<file path="config.mk">
export PLATFORM = sky130hd
export DESIGN_NAME = uart_rx
export DESIGN_NICKNAME = d
export VERILOG_FILES = /design/src/rtl/uart_pkg.sv /design/src/rtl/uart_rx_sync.sv /design/src/rtl/uart_rx.sv
export SDC_FILE = /design/constraint.sdc
export NUM_CORES = 1
export LEC_CHECK = 0
export BUFFER_PORTS_ARGS = -buffer_cell sky130_fd_sc_hd__buf_2
export CORE_MARGIN = 5
export CORE_UTILIZATION = 50
export DETAILED_ROUTE_END_ITERATION = 12
export GPL_TIMING_DRIVEN = 0
export PLACE_DENSITY = 0.8
export SYNTH_ARGS = -nofsm -noshare
export SYNTH_HDL_FRONTEND = slang
export SYNTH_SLANG_ARGS = --single-unit
</file>
<file path="constraint.sdc">
create_clock -name clk -period 2.8 [get_ports clk]
set_input_delay 0.28 -clock clk [delete_from_list [all_inputs] [get_ports clk]]
set_output_delay 0.28 -clock clk [all_outputs]
set_load 0.02 [all_outputs]
</file>
<file path="src/rtl/uart_pkg.sv">
// Shared UART definitions: receiver FSM encodings, frame constants and the
// bit-period helper used by both uart_rx and uart_tx.
package uart_pkg;

    localparam int DATA_BITS = 8;

    typedef enum logic [2:0] {
        IDLE    = 3'd0,
        START   = 3'd1,
        DATA    = 3'd2,
        PARITY  = 3'd3,
        STOP    = 3'd4,
        RECOVER = 3'd5
    } rx_state_t;

    function automatic int clks_per_bit(input int clk_freq, input int baud_rate);
        return clk_freq / baud_rate;
    endfunction

endpackage

</file>
<file path="src/rtl/uart_rx_sync.sv">
// Two-flop synchronizer for an asynchronous, idle-high input; both flops
// reset to 1 so a reset never looks like a falling edge.
module uart_rx_sync (
    input  logic clk,
    input  logic rst_n,
    input  logic d,
    output logic q
);

    logic meta_p0;

    always_ff @(posedge clk) begin
        if (!rst_n) begin
            meta_p0 <= 1'b1;
            q       <= 1'b1;
        end else begin
            meta_p0 <= d;
            q       <= meta_p0;
        end
    end

endmodule

</file>
<file path="src/rtl/uart_rx.sv">
// UART receiver, 8N1 LSB first, with ack handshake, overrun and framing flags.
// Define UART_RX_PARITY_EN for 8E1 frames with a parity_err pulse.
module uart_rx
    import uart_pkg::*;
#(
    parameter int CLK_FREQ  = 100_000_000,
    parameter int BAUD_RATE = 115200
) (
    input  logic       clk,
    input  logic       rst_n,
    input  logic       rx,
    output logic [7:0] data,
    output logic       data_valid,
    input  logic       data_ack,
    output logic       framing_err,
    output logic       overrun,
    output logic       parity_err,
    output logic       busy
);

    localparam int          CLKS_PER_BIT = clks_per_bit(CLK_FREQ, BAUD_RATE);
    localparam int          HALF_BIT     = CLKS_PER_BIT / 2;
    localparam logic [15:0] BIT_LAST     = 16'(CLKS_PER_BIT - 1);
    localparam logic [15:0] HALF_LAST    = 16'(HALF_BIT - 1);
    localparam logic [2:0]  LAST_BIT     = 3'(DATA_BITS - 1);

    rx_state_t   state;
    logic [15:0] clk_cnt;
    logic [2:0]  bit_cnt;
    logic [7:0]  shift;
    logic        rx_s;

    uart_rx_sync u_sync (
        .clk   (clk),
        .rst_n (rst_n),
        .d     (rx),
        .q     (rx_s)
    );

    assign busy = (state != IDLE);

`ifndef UART_RX_PARITY_EN
    assign parity_err = 1'b0;
`endif

    always_ff @(posedge clk) begin
        if (!rst_n) begin
            state       <= IDLE;
            clk_cnt     <= 16'd0;
            bit_cnt     <= 3'd0;
            data        <= 8'd0;
            data_valid  <= 1'b0;
            framing_err <= 1'b0;
            overrun     <= 1'b0;
`ifdef UART_RX_PARITY_EN
            parity_err  <= 1'b0;
`endif
        end else begin
            framing_err <= 1'b0;
`ifdef UART_RX_PARITY_EN
            parity_err  <= 1'b0;
`endif
            // A capture later in this block overrides the ack clear.
            if (data_ack && data_valid)
                data_valid <= 1'b0;

            case (state)
                IDLE: begin
                    clk_cnt <= 16'd0;
                    if (!rx_s)
                        state <= START;
                end
                START: begin
                    if (clk_cnt == HALF_LAST) begin
                        clk_cnt <= 16'd0;
                        bit_cnt <= 3'd0;
                        state   <= rx_s ? IDLE : DATA;
                    end else begin
                        clk_cnt <= clk_cnt + 16'd1;
                    end
                end
                DATA: begin
                    if (clk_cnt == BIT_LAST) begin
                        clk_cnt        <= 16'd0;
                        shift[bit_cnt] <= rx_s;
                        bit_cnt        <= bit_cnt + 3'd1;
                        if (bit_cnt == LAST_BIT)
`ifdef UART_RX_PARITY_EN
                            state <= PARITY;
`else
                            state <= STOP;
`endif
                    end else begin
                        clk_cnt <= clk_cnt + 16'd1;
                    end
                end
`ifdef UART_RX_PARITY_EN
                PARITY: begin
                    if (clk_cnt == BIT_LAST) begin
                        clk_cnt <= 16'd0;
                        if ((^shift) != rx_s)
                            parity_err <= 1'b1;
                        state <= STOP;
                    end else begin
                        clk_cnt <= clk_cnt + 16'd1;
                    end
                end
`endif
                STOP: begin
                    if (clk_cnt == BIT_LAST) begin
                        clk_cnt <= 16'd0;
                        if (rx_s) begin
                            data       <= shift;
                            data_valid <= 1'b1;
                            if (data_valid && !data_ack)
                                overrun <= 1'b1;
                            state <= IDLE;
                        end else begin
                            framing_err <= 1'b1;
                            state       <= RECOVER;
                        end
                    end else begin
                        clk_cnt <= clk_cnt + 16'd1;
                    end
                end
                RECOVER: begin
                    // Hold off until the line returns high so a break cannot start a frame.
                    clk_cnt <= 16'd0;
                    if (rx_s)
                        state <= IDLE;
                end
                default: begin
                    clk_cnt <= 16'd0;
                    state   <= IDLE;
                end
            endcase
        end
    end

endmodule

</file>
# Yosys cells after proc, flatten, opt, wreduce, memory -nomap -nowiden
# Index checks and enable logic that the tools add are counted.
classes:
  muxes: 23
  order_cmp: 2
  eq_ne: 13
  reduce_logical: 14
  addsub: 2
op_table:
  columns: ["cell", "n"]
  rows:
  - ["16-bit two-way mux", 2]
  - ["16-bit one-hot mux with 2 select lines", 1]
  - ["3-bit two-way mux", 9]
  - ["16-bit by 1-bit adder with 16-bit output, second input constant", 1]
  - ["16-bit by 10-bit equality test with 1-bit output, second input constant", 1]
  - ["16-bit by 9-bit equality test with 1-bit output, second input constant", 1]
  - ["3-bit one-hot mux with 5 select lines", 1]
  - ["3-bit AND reduction", 4]
  - ["2-bit inequality test, second input constant", 5]
  - ["3-bit equality test, second input constant", 3]
  - ["8-bit bitwise mux", 1]
  - ["1-bit two-way mux", 6]
  - ["3-bit one-hot mux with 2 select lines", 1]
  - ["6-bit AND reduction", 1]
  - ["3-bit by 4-bit less-than comparator with 1-bit output, second input constant", 1]
  - ["4-bit AND reduction", 1]
  - ["3-bit by 1-bit adder with 3-bit output, second input constant", 1]
  - ["1-bit demux with 3-bit select", 1]
  - ["3-bit by 1-bit equality test with 1-bit output, second input constant", 1]
  - ["3-bit by 2-bit equality test with 1-bit output, second input constant", 1]
  - ["3-bit by 1-bit >= comparator with 1-bit output, second input constant", 1]
  - ["1-bit logical AND", 3]
  - ["3-bit zero test", 1]
  - ["3-bit nonzero test", 1]
  - ["other kinds (5)", 5]
totals:
  input_bits: 4
  out_inout_bits: 13
  ff_bits: 43

# Logic depth before layout (Yosys ltp)
# Gate-level depths: netlist of run 1.
depth:
  ltp_word: 5
  ltp_mapped: 8
  ltp_nobuf: 7

# By module
# From an unflattened synthesis of run 1, not the netlist that was laid out.
unflattened:
  cells_unflattened: 198
  area_unflattened_um2: 1939.4
by_module_without_submodules:
  columns: ["module", "area_each_um2", "seq_area_each_um2", "cells_each", "instances"]
  rows:
  - ["uart_rx", 1886.8, 900.9, 194, 1]
  - ["uart_rx_sync", 52.6, 40.0, 4, 1]

# Worst setup path after synthesis of run 1
# Ideal clock, no wire load.
synth_timing:
  path_type: "reg2reg"
  from: "reg clk_cnt[3]"
  to: "reg shift[0], enable pin"
  path_slack_ns: 0.855
  path_stages_with_launch: 5
  arrival_ns: 1.632
  n_path_buf: 0
  setup_time_ns: 0.313
  period_less_slack_ns: 1.945
  cell_sequence: "dfxtp_1 > or4_4 > nor4_4 > nand4b_1 > nor3_1"
synth_via:
  elab_chain_len: 2
synth_lines:
  columns: ["item", "line", "rtl"]
  rows:
  - ["start: declaration", "uart_rx.sv:28", "logic [15:0] clk_cnt;"]
  - ["start signal: assignment", "uart_rx.sv:79", "clk_cnt <= clk_cnt + 16'd1;"]
  - ["start signal: assignment", "uart_rx.sv:94", "clk_cnt <= clk_cnt + 16'd1;"]
  - ["start signal: assignment", "uart_rx.sv:123", "clk_cnt <= clk_cnt + 16'd1;"]
  - ["16-bit by 10-bit equality test with 1-bit output", "uart_rx.sv:83", "if (clk_cnt == BIT_LAST) begin"]
  - ["3-bit AND reduction (no line)", null, null]
  - ["end signal: indexed assignment", "uart_rx.sv:85", "shift[bit_cnt] <= rx_s;"]
  - ["end: declaration", "uart_rx.sv:30", "logic [7:0] shift;"]
# Every way passes these cells.
# A chain may end at the register's enable or synchronous reset.

# Final worst setup path of run 1
# Same ends and word-level chain as after synthesis.

==> results of run 1 <==
## worst max-delay path, cell delays in order, from the launching register on
cell and delay (ns):
dfxtp_1 0.36, or4_4 0.57, nor4_4 0.44, nand4b_1 0.24, nor3_1 0.23
## registers in the layout, indices dropped and copies added (netlist names)
name / flops
bit_cnt: 3
clk_cnt: 16
data: 8
data_valid: 1
framing_err: 1
overrun: 1
shift: 8
state: 3
u_sync.meta_p0: 1
u_sync.q: 1
## worst max path at each step
stage,cells after the start,slack (ns),endpoint,start
after global routing,7,0.48,clk_cnt[9],state[0]
after CTS,4,0.65,shift[0],clk_cnt[3]
after floorplan,4,0.86,shift[0],clk_cnt[3]
final,4,0.66,shift[0],clk_cnt[3]
after detailed placement,4,0.65,shift[0],clk_cnt[3]
after global placement,4,0.67,shift[0],clk_cnt[3]
## synthesized netlist by cell type
library cell	n	share of area, %
nor4_2	1	0.65
and4_1	3	1.4
nor2_1	31	6.0
mux2i_1	8	4.1
buf_4	3	1.2
o21a_1	2	0.77
nor4bb_1	1	0.52
nand3_2	1	0.52
o22ai_1	1	0.32
nor4_4	1	1.1
xnor2_1	10	4.5
nor2b_1	9	2.9
or2_2	1	0.32
clkbuf_1	4	0.77
nand3b_1	1	0.39
dfxtp_1	35	36
o311a_1	1	0.52
nand2b_1	6	1.9
nand2_1	12	2.3
nand4b_1	1	0.45
nand4_1	5	1.6
inv_1	2	0.39
nand3_1	13	3.4
edfxtp_1	8	12
or4_4	2	1.2
and3_1	2	0.65
nor4_1	1	0.32
o21ai_0	3	0.77
or3b_2	3	1.4
ha_1	4	2.6
a31oi_1	1	0.32
a21boi_0	3	1.2
conb_1	1	0.19
xor2_1	5	2.3
nor3_1	7	1.8
nor3b_1	4	1.5
or3_1	1	0.32
buf_1	1	0.19
o221ai_2	1	0.77
## power breakdown
group	total (mW)	switching (mW)	internal, mW	leakage, nW
sequential	0.648	0.00776	0.641	0.353
clock	0.396	0.218	0.178	0.0443
combinational	0.153	0.0913	0.0614	0.390
## cell usage in the layout, fill, tap and decap left out, drive strengths merged, types with 2 or more instances in the layout
cell type and instances:
inv 2, nand3 14, nand2 12, clkinv 2
nor3b 4, mux2i 8, and3 2, or3b 3
xnor2 10, o21ai 3, o21a 2, nor2b 9
a21boi 3, nand2b 6, clkbuf 9, ha 4
and4 3, nand4 5, edfxtp 8, xor2 5
dfxtp 35, nor3 7, nor4 3, buf 19
nor2 31, or4 2
## routing by layer
layer | global-route usage [%] | part of all wire (%) | vias to the layer above
li1 | - | - | 739
met1 | 16.2 | 44 | 658
met2 | 24.2 | 49 | 28
met3 | 3.74 | 5.9 | 2
met4 | 8.77 | 0.92 | 0
met5 | 0 | 0 | -
## per-stage QoR
step	power, mW	worst slack [ns]	cells
after floorplan	0.782	0.855	199
after global placement	0.812	0.666	262
after detailed placement	0.815	0.655	262
after CTS	1.22	0.651	270
after global routing	1.26	0.482	270
final	1.20	0.660	270
## kinds of logic after synthesis
family,Yosys count,synth area share [%]
adder cells (fa/ha/maj),4,2.58
other,1,0.193
AND/OR/NAND/NOR,106,30.6
multiplexers,8,4.13
XOR/XNOR,15,6.78
AO/OA/AOI/OAI,12,4.65
flip-flops,43,48.5
buffers and inverters,10,2.52
## final cells by class
type | count | area (um^2)
Timing Repair Buffer | 15 | 75.1
Multi-Input combinational cell | 146 | 948
Inverter | 2 | 7.51
Buffer | 8 | 41.3
Sequential cell | 43 | 941
Clock inverter | 3 | 25.0
Fill cell | 326 | 1550
Clock buffer | 5 | 68.8
Tap cell | 48 | 60.1
==> reports/qor.txt, run 1 <==
critical path peak fanout - 5
# DRC - 0
Synth cell types - 39
Initial Utilization - 52.2%
Die X - 72.3 um
Pre-antenna DRT Iters - 4
post-CTS setup buffers - 0
H-tree depth - 2
CTS sink cnt - 43
Clock Pin Slew Worst Setup and Hold Paths - 0.08 ns
maximum vdd ir drop - 0.000320 V
core box area - 3720 um^2
Slew Viols, Final - 0
clk root buf - clkbuf_8
initial drt markers - 120
R2R depth - 4
Period Utilization, post-route - 76.4%
status - finished, final reports clean
Routability Congestion - 0.795
Setup Skew - 0.0109 ns
slew margin rel. - 54.4%
fmax - 467 MHz
sequential area share after synthesis - 48.5%
Setup CP Type - flop to flop
NumNets Final - 229
Util after Layout - 58.3%
CTS tree - built
maximum number of pins on one net before global-route repair - 16
post-synthesis register bit count - 43
Ports - 17
die area - 5220 um^2
CP startpoint kind - flop
drt wl/cell - 12.0 um
Critical R2R Launch - clk_cnt[3]
Avg Vias per Cell - 5.29
min Tclk post-route - 2.14 ns
Worst Tran Pin Value - 0.682 ns
Cell Rows - 22
Max Cap Viol - 0
worst skew pair latency - 0.30 ns
WL final - 3250 um
antenna viol nets, final - 0
final setup fails - 0
Total Neg Setup Slack - 0 ns
IO Port Bufs - 15
Total GRT Usage - 14.4%
Worst R2R Setup Slack - 0.66 ns
cells after synthesis - 199
WP data required - 2.80 ns
final count of hold timing violations - 0
ant diodes - 0
Setup crit end kind - flop
hold bufs inserted after CTS - 0
Vert. Die Dim - 72.3 um
Final Instance Area - 2170 um^2
WHS Path Cells - 2
worst hold endpoint - u_sync.meta_p0
global-route wire length before repair - 5800 um
hold slack - 0.159 ns
worst r2r dst - shift[0]
share of cells above drive strength 1 - 16.2%
Worst Hold Launch - rx
Arrival @ worst endpoint - 2.14 ns
Num CTS Buffers - 5
Area Overhead vs Synth - 11.8%
placed cell areas - 2070 um^2
Vias - 1427
RSZ-0062 raised after global routing - no
Leakage - 0.787 nW
Power Density - 552 nW/um^2
Mapped Nets - 207
Syn Area/Cell - 9.74 um^2
initial antenna violation count - 0
vias in the first global route - 1323
Synth Warn # - 0
post-cts gate resize count - 0
Hold WC Path Type - primary input to flop
total grt overflow - 0
DP HPWL - 2320 um
Clock Tree Buf Depth - 2
Netlist Area Pre-Place - 1940 um^2
Power figures use the tool's default switching activity.
==> run 2: changes to the inputs <==
--- a/config.mk
+++ b/config.mk
@@ -10,7 +10,7 @@
 export CORE_UTILIZATION = 50
 export DETAILED_ROUTE_END_ITERATION = 12
 export GPL_TIMING_DRIVEN = 0
-export PLACE_DENSITY = 0.8
+export PLACE_DENSITY = 0.82
 export SYNTH_ARGS = -nofsm -noshare
 export SYNTH_HDL_FRONTEND = slang
 export SYNTH_SLANG_ARGS = --single-unit
==> constraint.sdc (replaced) <==
create_clock -name clk -period 1.86 [get_ports clk]
set_input_delay 0.186 -clock clk [delete_from_list [all_inputs] [get_ports clk]]
set_output_delay 0.186 -clock clk [all_outputs]
set_load 0.02 [all_outputs]
==> run 2 against run 1 <==
- largest cell class unchanged
- critical path depth unchanged
- routed wire length up 13%
- final area up 8.1%
- the flow now finishes with violations (setup timing)
==> reports/qor.txt, run 2 (synthesized netlist as in run 1, its figures left out) <==
number of flip-flops in the largest register - 16 (unchanged)
Max Cap Viol - 0 (unchanged)
Hold WC Path Type - primary input to flop (unchanged)
IO Port Bufs - 15 (unchanged)
hold bufs inserted after CTS - 0 (unchanged)
total grt overflow - 0 (unchanged)
final count of hold timing violations - 0 (unchanged)
Num CTS Buffers - 5 (unchanged)
Slew Viols, Final - 0 (unchanged)
Ports - 17 (unchanged)
slew margin rel. - 59.4% (was 54.4%)
worst path cell trace - or3b_2 -> nor4_4 -> nand4b_1 -> nor3_2 (was or4_4 -> nor4_4 -> nand4b_1 -> nor3_1)
Clock Pin Slew Worst Setup and Hold Paths - 0.08 ns (about the same)
min Tclk post-route - 2.06 ns (was 2.14 ns)
global-route wire length before repair - 5910 um (was 5800 um)
maximum vdd ir drop - 0.000531 V (was 0.000320 V)
most frequent cells in the layout - nor2_1 (30), dfxtp_1 (30), buf_2 (15), nand2_1 (12), nand3_1 (11) (was dfxtp_1 (35), nor2_1 (31), buf_2 (15), nand3_1 (13), nand2_1 (12))
Largest regs - clk_cnt x16, data x8, shift x8 (unchanged)
combinational cell fraction of total power - 12.1% (was 12.8%)
CP startpoint kind - flop (unchanged)
Period Utilization, post-route - 111% (was 76.4%)
switching part of the total - 25.1% (was 26.5%)
overall power - 1.96 mW (was 1.20 mW)
DP HPWL - 2410 um (was 2320 um)
Routability Congestion - 0.796 (was 0.795)
post-place setup slack - -0.246 ns (was 0.655 ns)
WP data required - 1.87 ns (was 2.80 ns)
fmax - 485 MHz (was 467 MHz)
Total GRT Usage - 14.7% (was 14.4%)
Leakage - 0.870 nW (was 0.787 nW)
Avg Vias per Cell - 5.29 (about the same)
Setup CP Type - flop to flop (unchanged)
Vias - 1470 (was 1427)
slowest CP cell - or3b_2 (was or4_4)
die area - 5220 um^2 (unchanged)
status - complete, but fails checks (was finished, final reports clean)
critical path peak fanout - 7 (was 5)
H-tree depth - 2 (unchanged)
initial antenna violation count - 0 (unchanged)
Pre-antenna DRT Iters - 5 (was 4)
Power Density - 837 nW/um^2 (was 552 nW/um^2)
Area Overhead vs Synth - 20.9% (was 11.8%)
Top reg by flops - clk_cnt (unchanged)
vias in the first global route - 1319 (was 1323)
Worst Tran Pin Value - 0.604 ns (was 0.682 ns)
CTS sink cnt - 43 (unchanged)
WL final - 3660 um (was 3250 um)
antenna viol nets, final - 0 (unchanged)
Largest stage delay, worst path - 0.58 ns (was 0.57 ns)
NumNets Final - 237 (was 229)
Psw - 0.494 mW (was 0.317 mW)
clock share of power - 37.2% (was 33.1%)
Clock Tree Buf Depth - 2 (unchanged)
ant diodes - 0 (unchanged)
CTS tree - built (unchanged)
initial drt markers - 142 (was 120)
drt wl/cell - 13.2 um (was 12.0 um)
Cell Rows - 22 (unchanged)
RSZ-0062 raised after global routing - yes (was no)
maximum number of pins on one net before global-route repair - 16 (unchanged)
Initial Utilization - 52.2% (unchanged)
Vert. Die Dim - 72.3 um (unchanged)
Setup Skew - 0.00393 ns (was 0.0109 ns)
core box area - 3720 um^2 (unchanged)
Die X - 72.3 um (unchanged)
Internal Power - 1.47 mW (was 0.880 mW)
clk root buf - clkbuf_8 (unchanged)
Setup crit end kind - flop (unchanged)
# DRC - 0 (unchanged)
Arrival @ worst endpoint - 2.07 ns (was 2.14 ns)
failing checks - setup timing
final worst slack - -0.201 ns (was 0.660 ns)
share of cells above drive strength 1 - 26.5% (was 16.2%)
worst skew pair latency - 0.30 ns (about the same)
register share of total power - 50.7% (was 54.2%)
final setup fails - 35 (was 0)
-- run 2: changes by cell type in the layout (fill, tap and decap cells not counted), moves of 2 or more --
cell      change
nor3b_1       -2
nor3_1        -3
dfxtp_1       -5
dfxtp_2       +5
nand3_1       -2
clkbuf_1      -2
buf_6         +3
nor3_2        +2
buf_4         +6
-- run 2: worst paths after layout --
check                   endpoint  slack, ns  cells after the start      startpoint
setup / recovery        shift[0]      -0.20                      4      clk_cnt[4]
hold / removal    u_sync.meta_p0       0.06                      2              rx
setup reg to reg        shift[0]      -0.20                      4      clk_cnt[4]
hold reg to reg         u_sync.q       0.41                      1  u_sync.meta_p0
-- run 2: cell type report --
| cell class | count | area [um^2] |
|---|---|---|
| clock inverter | 3 | 43.8 |
| clock buffer | 5 | 68.8 |
| timing repair buffer | 24 | 146 |
| buffer | 7 | 46.3 |
| multi-input combinational | 146 | 1020 |
| inverter | 2 | 7.51 |
| fill | 312 | 1370 |
| tap | 48 | 60.1 |
| sequential | 43 | 947 |
-- run 2: power by group through the flow --
stage / Clock [mW] / Combinational [mW] / Sequential [mW]
global route: 0.791 / 0.265 / 1.00
detailed placement: 0 / 0.227 / 0.998
CTS: 0.741 / 0.234 / 0.977
global placement: 0 / 0.225 / 0.998
floorplan: 0 / 0.182 / 0.996
finish: 0.729 / 0.238 / 0.995
-- run 2: repair_timing --
| action | 4_1_cts | 5_1_grt |
|---|---|---|
| cloned | 1 | 0 |
| pin swaps | 8 | 4 |
| setup endpoints to repair | 33 | 40 |
| buffers inserted | 4 | 4 |
| resized for setup | 15 | 9 |
-- run 2: worst max-delay path, delay by kind of cell (launching register included) --
family | cells | cell delay (ns)
and+or+nand+nor | 4 | 1.39
DFF | 1 | 0.38
-- run 2: layer usage --
metal | up-vias | GRT usage (%) | share of wire [%]
met5 | - | 0 | 0
met4 | 0 | 7.93 | 1.9
met3 | 7 | 4.02 | 5.0
met2 | 29 | 24.7 | 50
met1 | 679 | 17.0 | 43
li1 | 755 | - | -
-- run 2: stage by stage --
stage	util, %	std cells	setup TNS, ns	area, um^2	hold WS [ns]
finish	63.1	278	-3.45	2340	0.0568
global route	63.1	278	-6.58	2340	0.0584
CTS	61.2	275	-4.48	2280	0.0539
detailed placement	55.9	262	-4.87	2080	0.371
global placement	55.9	262	-3.68	2080	0.367
floorplan	-	199	-0.204	1940	0.259
